--- src/rtl/multdiv_ctrl.sv ---
// Iterative signed 32x32 multiply / 32/32 divide controller.
// One shared add/subtract/shift datapath, 32 iterations per operation, registered outputs.
module multdiv_ctrl #(
    parameter int WIDTH = 32
) (
    input  logic             clock,
    input  logic             reset_n,
    input  logic             ctrl_MULT,
    input  logic             ctrl_DIV,
    input  logic [WIDTH-1:0] data_operandA,
    input  logic [WIDTH-1:0] data_operandB,
    output logic [WIDTH-1:0] data_result,
    output logic             data_exception,
    output logic             data_resultRDY,
    output logic             busy
);
    localparam logic [2:0] S_IDLE = 3'd0;
    localparam logic [2:0] S_MULT = 3'd1;
    localparam logic [2:0] S_DIV  = 3'd2;
    localparam logic [2:0] S_DONE = 3'd3;
    localparam logic [2:0] S_ERR  = 3'd4;

    localparam logic [5:0]       ITERS   = 6'(WIDTH);
    localparam logic [WIDTH-1:0] MIN_NEG = {1'b1, {(WIDTH-1){1'b0}}};

    logic [2:0]       r_state;
    logic [5:0]       r_cnt;
    logic [WIDTH-1:0] r_op_a;
    logic [WIDTH-1:0] r_op_b;
    logic [WIDTH-1:0] r_hi;
    logic [WIDTH-1:0] r_lo;
    logic             r_neg;
    logic [WIDTH-1:0] r_result;
    logic             r_exc;
    logic             r_rdy;
    logic             r_busy;

    logic             w_start_mul;
    logic             w_start_div;
    logic             w_illegal;
    logic             w_is_div;
    logic [WIDTH-1:0] w_a_mag;
    logic [WIDTH-1:0] w_b_mag;
    logic [WIDTH+1:0] w_add_x;
    logic [WIDTH+1:0] w_add_y;
    logic [WIDTH+1:0] w_sum;
    logic [WIDTH:0]   w_mul_sel;
    logic             w_div_fits;
    logic             w_last;
    logic             w_err_last;
    logic             w_finish;
    logic [2*WIDTH-1:0] w_prod;
    logic [WIDTH-1:0] w_quot;
    logic             w_div_zero;
    logic             w_div_ovf;
    logic [WIDTH-1:0] w_fin_result;
    logic             w_fin_exc;

    function automatic logic [WIDTH-1:0] f_abs(input logic [WIDTH-1:0] v);
        return v[WIDTH-1] ? (~v + 1'b1) : v;
    endfunction

    always_comb begin
        w_start_mul = ctrl_MULT & ~ctrl_DIV;
        w_start_div = ~ctrl_MULT & ctrl_DIV;
        w_illegal   = ctrl_MULT & ctrl_DIV;
        w_is_div    = (r_state == S_DIV);
        w_a_mag     = f_abs(r_op_a);
        w_b_mag     = f_abs(r_op_b);

        // Multiply adds |A| to the high half; divide subtracts |B| from the
        // remainder shifted left by one, with the top bit acting as borrow.
        w_add_x    = w_is_div ? {1'b0, r_hi, r_lo[WIDTH-1]} : {2'b00, r_hi};
        w_add_y    = w_is_div ? ~{2'b00, w_b_mag} : {2'b00, w_a_mag};
        w_sum      = w_add_x + w_add_y + {{(WIDTH+1){1'b0}}, w_is_div};
        w_mul_sel  = r_lo[0] ? w_sum[WIDTH:0] : {1'b0, r_hi};
        w_div_fits = ~w_sum[WIDTH+1];

        w_last     = ((r_state == S_MULT) || (r_state == S_DIV)) && (r_cnt == ITERS);
        w_err_last = (r_state == S_ERR) && (r_cnt == 6'd1);
        w_finish   = w_last | w_err_last;

        w_prod     = r_neg ? (~{r_hi, r_lo} + 1'b1) : {r_hi, r_lo};
        w_quot     = r_neg ? (~r_lo + 1'b1) : r_lo;
        w_div_zero = (r_op_b == '0);
        w_div_ovf  = (r_op_a == MIN_NEG) && (r_op_b == '1);

        w_fin_result = '0;
        w_fin_exc    = 1'b1;
        if (r_state == S_DIV) begin
            w_fin_result = w_div_zero ? '0 : w_quot;
            w_fin_exc    = w_div_zero | w_div_ovf;
        end else if (r_state == S_MULT) begin
            w_fin_result = w_prod[WIDTH-1:0];
            w_fin_exc    = ~((&w_prod[2*WIDTH-1:WIDTH-1]) | ~(|w_prod[2*WIDTH-1:WIDTH-1]));
        end
    end

    always_ff @(posedge clock) begin
        if (!reset_n) begin
            r_state  <= S_IDLE;
            r_cnt    <= '0;
            r_op_a   <= '0;
            r_op_b   <= '0;
            r_hi     <= '0;
            r_lo     <= '0;
            r_neg    <= 1'b0;
            r_result <= '0;
            r_exc    <= 1'b0;
            r_rdy    <= 1'b0;
            r_busy   <= 1'b0;
        end else begin
            // A completing operation still reports even if a new start lands on the same edge.
            r_rdy <= w_finish;
            if (w_finish) begin
                r_result <= w_fin_result;
                r_exc    <= w_fin_exc;
            end

            if (w_illegal) begin
                r_state <= S_ERR;
                r_cnt   <= '0;
                r_busy  <= 1'b1;
            end else if (w_start_mul | w_start_div) begin
                r_state <= w_start_mul ? S_MULT : S_DIV;
                r_cnt   <= '0;
                r_op_a  <= data_operandA;
                r_op_b  <= data_operandB;
                r_hi    <= '0;
                r_lo    <= w_start_mul ? f_abs(data_operandB) : f_abs(data_operandA);
                r_neg   <= data_operandA[WIDTH-1] ^ data_operandB[WIDTH-1];
                r_busy  <= 1'b1;
            end else if (w_finish) begin
                r_state <= S_DONE;
                r_busy  <= 1'b0;
            end else begin
                case (r_state)
                    S_MULT: begin
                        r_cnt <= r_cnt + 6'd1;
                        r_hi  <= w_mul_sel[WIDTH:1];
                        r_lo  <= {w_mul_sel[0], r_lo[WIDTH-1:1]};
                    end
                    S_DIV: begin
                        r_cnt <= r_cnt + 6'd1;
                        r_hi  <= w_div_fits ? w_sum[WIDTH-1:0] : w_add_x[WIDTH-1:0];
                        r_lo  <= {r_lo[WIDTH-2:0], w_div_fits};
                    end
                    S_ERR:   r_cnt   <= r_cnt + 6'd1;
                    S_DONE:  r_state <= S_IDLE;
                    default: r_state <= S_IDLE;
                endcase
            end
        end
    end

    assign data_result    = r_result;
    assign data_exception = r_exc;
    assign data_resultRDY = r_rdy;
    assign busy           = r_busy;

endmodule

--- config.mk ---
export PLATFORM = sky130hd
export DESIGN_NAME = multdiv_ctrl
export DESIGN_NICKNAME = d
export VERILOG_FILES = /design/src/rtl/multdiv_ctrl.sv
export SDC_FILE = /design/constraint.sdc
export NUM_CORES = 1
export LEC_CHECK = 0
export CORE_ASPECT_RATIO = 1.25
export CORE_UTILIZATION = 60
export CTS_CLUSTER_DIAMETER = 100
export DETAILED_ROUTE_END_ITERATION = 12
export PLACE_DENSITY_LB_ADDON = 0.12
export SYNTH_ARGS = -nofsm -noshare
export SYNTH_HDL_FRONTEND = slang
export SYNTH_SLANG_ARGS = --single-unit
export TNS_END_PERCENT = 5
--- constraint.sdc ---
create_clock -name clock -period 7.6 [get_ports clock]
set_input_delay 1.52 -clock clock [delete_from_list [all_inputs] [get_ports clock]]
set_output_delay 1.52 -clock clock [all_outputs]
set_load 0.01 [all_outputs]
Word level (Yosys, flattened, before mapping)

Cells that the tools add are included.

Register bits: 173
Bits of input ports: 68
Output and inout bits: 35
Word-level logic and storage cells: 99

Add/sub/neg operators: 9
Equal/unequal tests: 10
Mux-type cells: 30
Bitwise gates (word level): 23
Reductions and logical operators: 15

Operator list:

| operator                                      | number |
|---|---|
| 2-to-1 mux 32 bit                             | 14 |
| adder 32 x 1 -> 32 bit, second input constant | 5 |
| inverter 32 bit                               | 5 |
| case mux 32 bit (2 select lines)              | 2 |
| 2-to-1 mux 33 bit                             | 2 |
| adder 64 x 1 -> 64 bit, second input constant | 1 |
| == test 32 bit, second input constant         | 2 |
| 2-to-1 mux 64 bit                             | 1 |
| inverter 64 bit                               | 1 |
| adder 33 x 34 -> 34 bit                       | 1 |
| adder 34 x 1 -> 34 bit                        | 1 |
| 2-to-1 mux 34 bit                             | 1 |
| inverter 32 -> 34 bit                         | 1 |
| AND reduction 33 bit                          | 1 |
| OR reduction 33 bit                           | 1 |
| logical NOT 32 bit                            | 1 |
| 2-to-1 mux 3 bit                              | 4 |
| inverter 1 bit                                | 8 |
| adder 6 x 1 -> 6 bit, second input constant   | 1 |
| == test 6 x 1 -> 1 bit, second input constant | 1 |
| == test 6 bit, second input constant          | 1 |
| nonzero test 3 bit                            | 2 |
| OR reduction 3 bit                            | 2 |
| 2-to-1 mux 1 bit                              | 5 |
| 15 further kinds                              | 23 |

Longest topological paths before layout

Word-level depth: 11
Depth in mapped cells: 23
Mapped depth without buffers: 21

Least setup slack after synthesis

Ideal clock, no wire load.

Path kind: register to register
From: register r_op_b[2]
To: register r_hi[19]
Setup time: 0.117 ns
Arrival: 4.991 ns
Setup slack: 2.492 ns
Stages on the path, launching flop included: 21
Path buffers: 2
Cells stage by stage: dfxtp_1 -> or3_1 -> or4_1 -> or3_1 -> or2_1 -> o41ai_1 -> xor2_1 -> nor2_1 -> a21oi_1 -> ha_1 -> nor2_1 -> and3b_1 -> or2_2 -> o211a_1 -> nor4b_1 -> o31a_1 -> clkbuf_1 -> buf_2 -> mux2i_1 -> nand2_1 -> a32o_1

Word-level cells in the longest chain between the ends: 11

Ends and longest elaborated chain:

| element                                                       | RTL line | source |
|---|---|---|
| start: declaration                                            | 29       | `logic [WIDTH-1:0] r_op_b;` |
| start signal: assignment                                      | 128      | `r_op_b <= data_operandB;` |
| inverter 32 bit                                               | 60       | `return v[WIDTH-1] ? (~v + 1'b1) : v;` |
| adder 32 x 1 -> 32 bit                                        | 60       |  |
| 2-to-1 mux 32 bit (*)                                         | 60       |  |
| inverter 32 -> 34 bit (*)                                     | 74       | `w_add_y = w_is_div ? ~{2'b00, w_b_mag} : {2'b00, w_a_mag};` |
| 2-to-1 mux 34 bit (*)                                         | 74       |  |
| adder 33 x 34 -> 34 bit (*)                                   | 75       | `w_sum = w_add_x + w_add_y + {{(WIDTH+1){1'b0}}, w_is_div};` |
| adder 34 x 1 -> 34 bit (*)                                    | 75       |  |
| 2-to-1 mux 32 bit / 2-to-1 mux 33 bit (equally long branches) | 145, 76  |  |
| case mux 32 bit (2 select lines) (*)                          | 137      | `case (r_state)` |
| 2-to-1 mux 32 bit (*)                                         | 133      | `end else if (w_finish) begin` |
| 2-to-1 mux 32 bit (*)                                         | 124      | `end else if (w_start_mul \| w_start_div) begin` |
| end signal: assignment                                        | 140      | `r_hi <= w_mul_sel[WIDTH:1];` |
| end signal: assignment                                        | 145      | `r_hi <= w_div_fits ? w_sum[WIDTH-1:0] : w_add_x[WIDTH-1:0];` |
| end: declaration                                              | 30       | `logic [WIDTH-1:0] r_hi;` |

Every way passes the cells marked *; elsewhere a longest branch is shown, timed or not. The select of a mux whose other input is x is not followed.
A chain may end at the register's enable or synchronous reset.

Worst setup path after layout

Same ends and word-level chain as after synthesis.

==> impl_metrics.csv <==
group,metric,value,unit
outcome,outcome,"completed",
power_and_ir_drop,irDropWorstVdd,0.180,mV
floorplanning,io_pins,103,
sta,layout_min_cycle_time,5850,ps
power_and_ir_drop,power_density,176,nW/µm²
synth,netlist_top_cells_area,"dfxtp_1 (23%), nand2_1 (8.1%), mux2i_1 (7.5%)",
floorplanning,die_y,179,µm
setup_path,r2r-start,"r_op_b[2]",
sta,rsz0062_at_grt,"false",
clocking,clk_pin_slew,70,ps
setup_path,r2r-end,"r_hi[19]",
synth,syn-num-nets,2202,
setup_path,path_delay_family,"simple AND/OR/NAND/NOR gates",
synth,synth_ff_type,"dfxtp_1",
placed_design,gp_congestion,1.01,
sta,hold_violations,0,
routing,drtIter0Drc,1478,
synth,synth-edff-count,0,
finish,design_area,16500,µm²
clocking,cts_inserted_buffers,17,
setup_path,max_stage_delay,500,ps
sta,fmax,171,MHz
setup_path,crit_end,"r_hi[19]",
placed_design,dp_hpwl,36600,µm
synth,yosysTopAreaCell,"dfxtp_1",
routing,first_pass_iters,5,
sta,fin_skew,12.0,ps
clocking,cts_setup_buffers,0,
floorplanning,core,24500,µm²
synth,postSynthCellCount,2089,
setup_path,slowest_stage,"o31a_1",
setup_path,r2r_slack,1750,ps
routing,drc,0,
clocking,htreeDepth,4,
setup_path,required,7930,ps
synth,yosysWarnings,0,
sta,maxSlewViolCount,0,
finish,final_common_cell,"nand2_1",
sta,slew_headroom,0.250,
global_routing,grt_max_degree,94,
global_routing,grt_pass1_wl,75800,µm
routing,drt-wirelength-per-cell,20.3,µm
global_routing,overflow,0,
synth,ys_ff_latch,173,
clocking,cts_buffer_depth,2,
setup_path,critPathArrivalTime,6190,ps
routing,via_per_inst,6.49,
routing,drt_wl_total,48700,µm
synth,syn_area,15000,µm²
global_routing,grt_use_total,0.381,
power_and_ir_drop,finalPower,2910,µW
setup_path,path_class,"register to register",
sta,tightest_slew,1120,ps
worst_hold_path,hp-class,"register to register",
setup_path,path_max_fanout,25,
global_routing,antenna_found_initial,0,
routing,vias,15600,
floorplanning,initial_utilization,0.612,
placed_design,io_buffers,102,
sta,fin_crit_sh,0.770,
finish,n_antenna_cell,0,
floorplanning,fp-row-count,64,
global_routing,grt_pass1_vias,14100,
clocking,holdBufCountCts,0,
clocking,cts_tree,"yes",
synth,yosysUniqueCellTypes,80,
finish,fin_nets,2166,
sta,final.setup.tns,0,ps
synth,async_flop_share,0,
clocking,clock_sinks,173,
synth,synth_top_cell_area_share,0.231,
finish,final_cell_mix,"nand2_1 (323), nor2_1 (213), dfxtp_1 (171)",
clocking,clock_latency,450,ps
setup_path,startpoint_type,"register",
power_and_ir_drop,p_leak,0.00639,µW
floorplanning,fp.dieArea,25600,µm²
sta,setup_viol,0,
synth,yosysSeqAreaShare,0.231,
floorplanning,die_x,143,µm
routing,ant_nets,0,
setup_path,end_kind,"register",
finish,area_growth,9.91,%
setup_path,cp_cell_sequence,"or3_1 -> or4_1 -> or3_1 -> or2_1 -> o41ai_1 -> xor2_1 -> nor2_1 -> a21oi_1 -> ha_1 -> nor2_1 -> and3b_1 -> or2_2 -> o211a_1 -> nor4b_1 -> o31a_1 -> buf_4 -> mux2i_1 -> nand2_1 -> a32o_1",
placed_design,place_area,15900,µm²
synth,syn_avg_cell_area,7.18,µm²
setup_path,crit_buf_inv,1,
worst_hold_path,hold_depth,2,
setup_path,rr_worst_depth,19,
finish,drive_gt1_frac,0.0402,
clocking,root_buffer,"clkbuf_16",
run,drv_cap,0,
finish,utilization,0.673,
clocking,cts.repair.resized,0,
setup_path,cp-startpoint,"r_op_b[2]",
setup_path,cp.depth,19,
[worst min-delay path by stage]
stage,startpoint,end,slack (ps)
3_5_place_dp,data_exception,data_exception,480
2_1_floorplan,r_cnt[5],r_cnt[5],470
4_1_cts,data_exception,data_exception,490
6_report,data_exception,data_exception,480
3_3_place_gp,data_exception,data_exception,470
5_1_grt,data_exception,data_exception,520
[stage by stage]
step	hold WS (ps)	std cells	worst slack [ps]
floorplan	472	2089	2490
global placement	468	2364	1980
detailed placement	477	2364	1860
CTS	487	2396	1800
global route	517	2396	1320
finish	483	2396	1750
[cells in the mapped netlist, drive strengths merged, types with 43 or more instances]
cell	instances
nand3	43
dfxtp	173
mux2i	113
clkbuf	151
ha	43
o21ai	133
nor2	214
nand2	323
xnor2	118
a21oi	143
o31ai	49
xor2	78
[final cells by class]
class | instances | area (µm²)
well taps | 330 | 413
multi-input cells | 1706 | 10800
flip-flops and latches | 173 | 3470
clock inverters | 13 | 130
fillers | 2224 | 8010
inverters | 33 | 126
clock buffers | 19 | 433
repair buffers | 122 | 1170
[worst register-to-register path: stages (launching register included)]
cell     delay, ps
dfxtp_1        360
or3_1          420
or4_1          470
or3_1          360
or2_1          280
o41ai_1        310
xor2_1         190
nor2_1          50
a21oi_1        160
ha_1           300
nor2_1         150
and3b_1        210
or2_2          310
o211a_1        260
nor4b_1        390
o31a_1         500
buf_4          410
mux2i_1        250
nand2_1         80
a32o_1         280
[layer usage]
layer  up-vias  share of wire  global-route usage
met1      7239           0.42               0.490
met4         0          0.056               0.208
li1       7434              -                   -
met3       153          0.070              0.0513
met5         -              0                   0
met2       724           0.46               0.612
[cell families (layout without fill, tap and decap cells)]
family          Yosys count  in the layout  synth area share
compound gates          539            539             0.234
xor+xnor                196            196             0.114
fa+ha+maj                45             45            0.0385
buf+inv                 210            187            0.0539
flops                   173            173             0.231
mux                     118            118            0.0791
simple gates            808            808             0.249
[state kept, by name (all words and copies together) (netlist names)]
| signal | count |
|---|---|
| r_hi | 32 |
| busy | 1 |
| data_exception | 1 |
| r_lo | 32 |
| data_resultRDY | 1 |
| r_state | 3 |
| r_neg | 1 |
| r_op_b | 32 |
| r_cnt | 6 |
| data_result | 32 |
| r_op_a | 32 |
[power breakdown]
group | total, µW | switching, µW | internal, µW
registers | 1060 | 103 | 956
logic | 971 | 605 | 366
clock network | 874 | 414 | 460
Note: power is estimated with default switching activity, not from simulation.
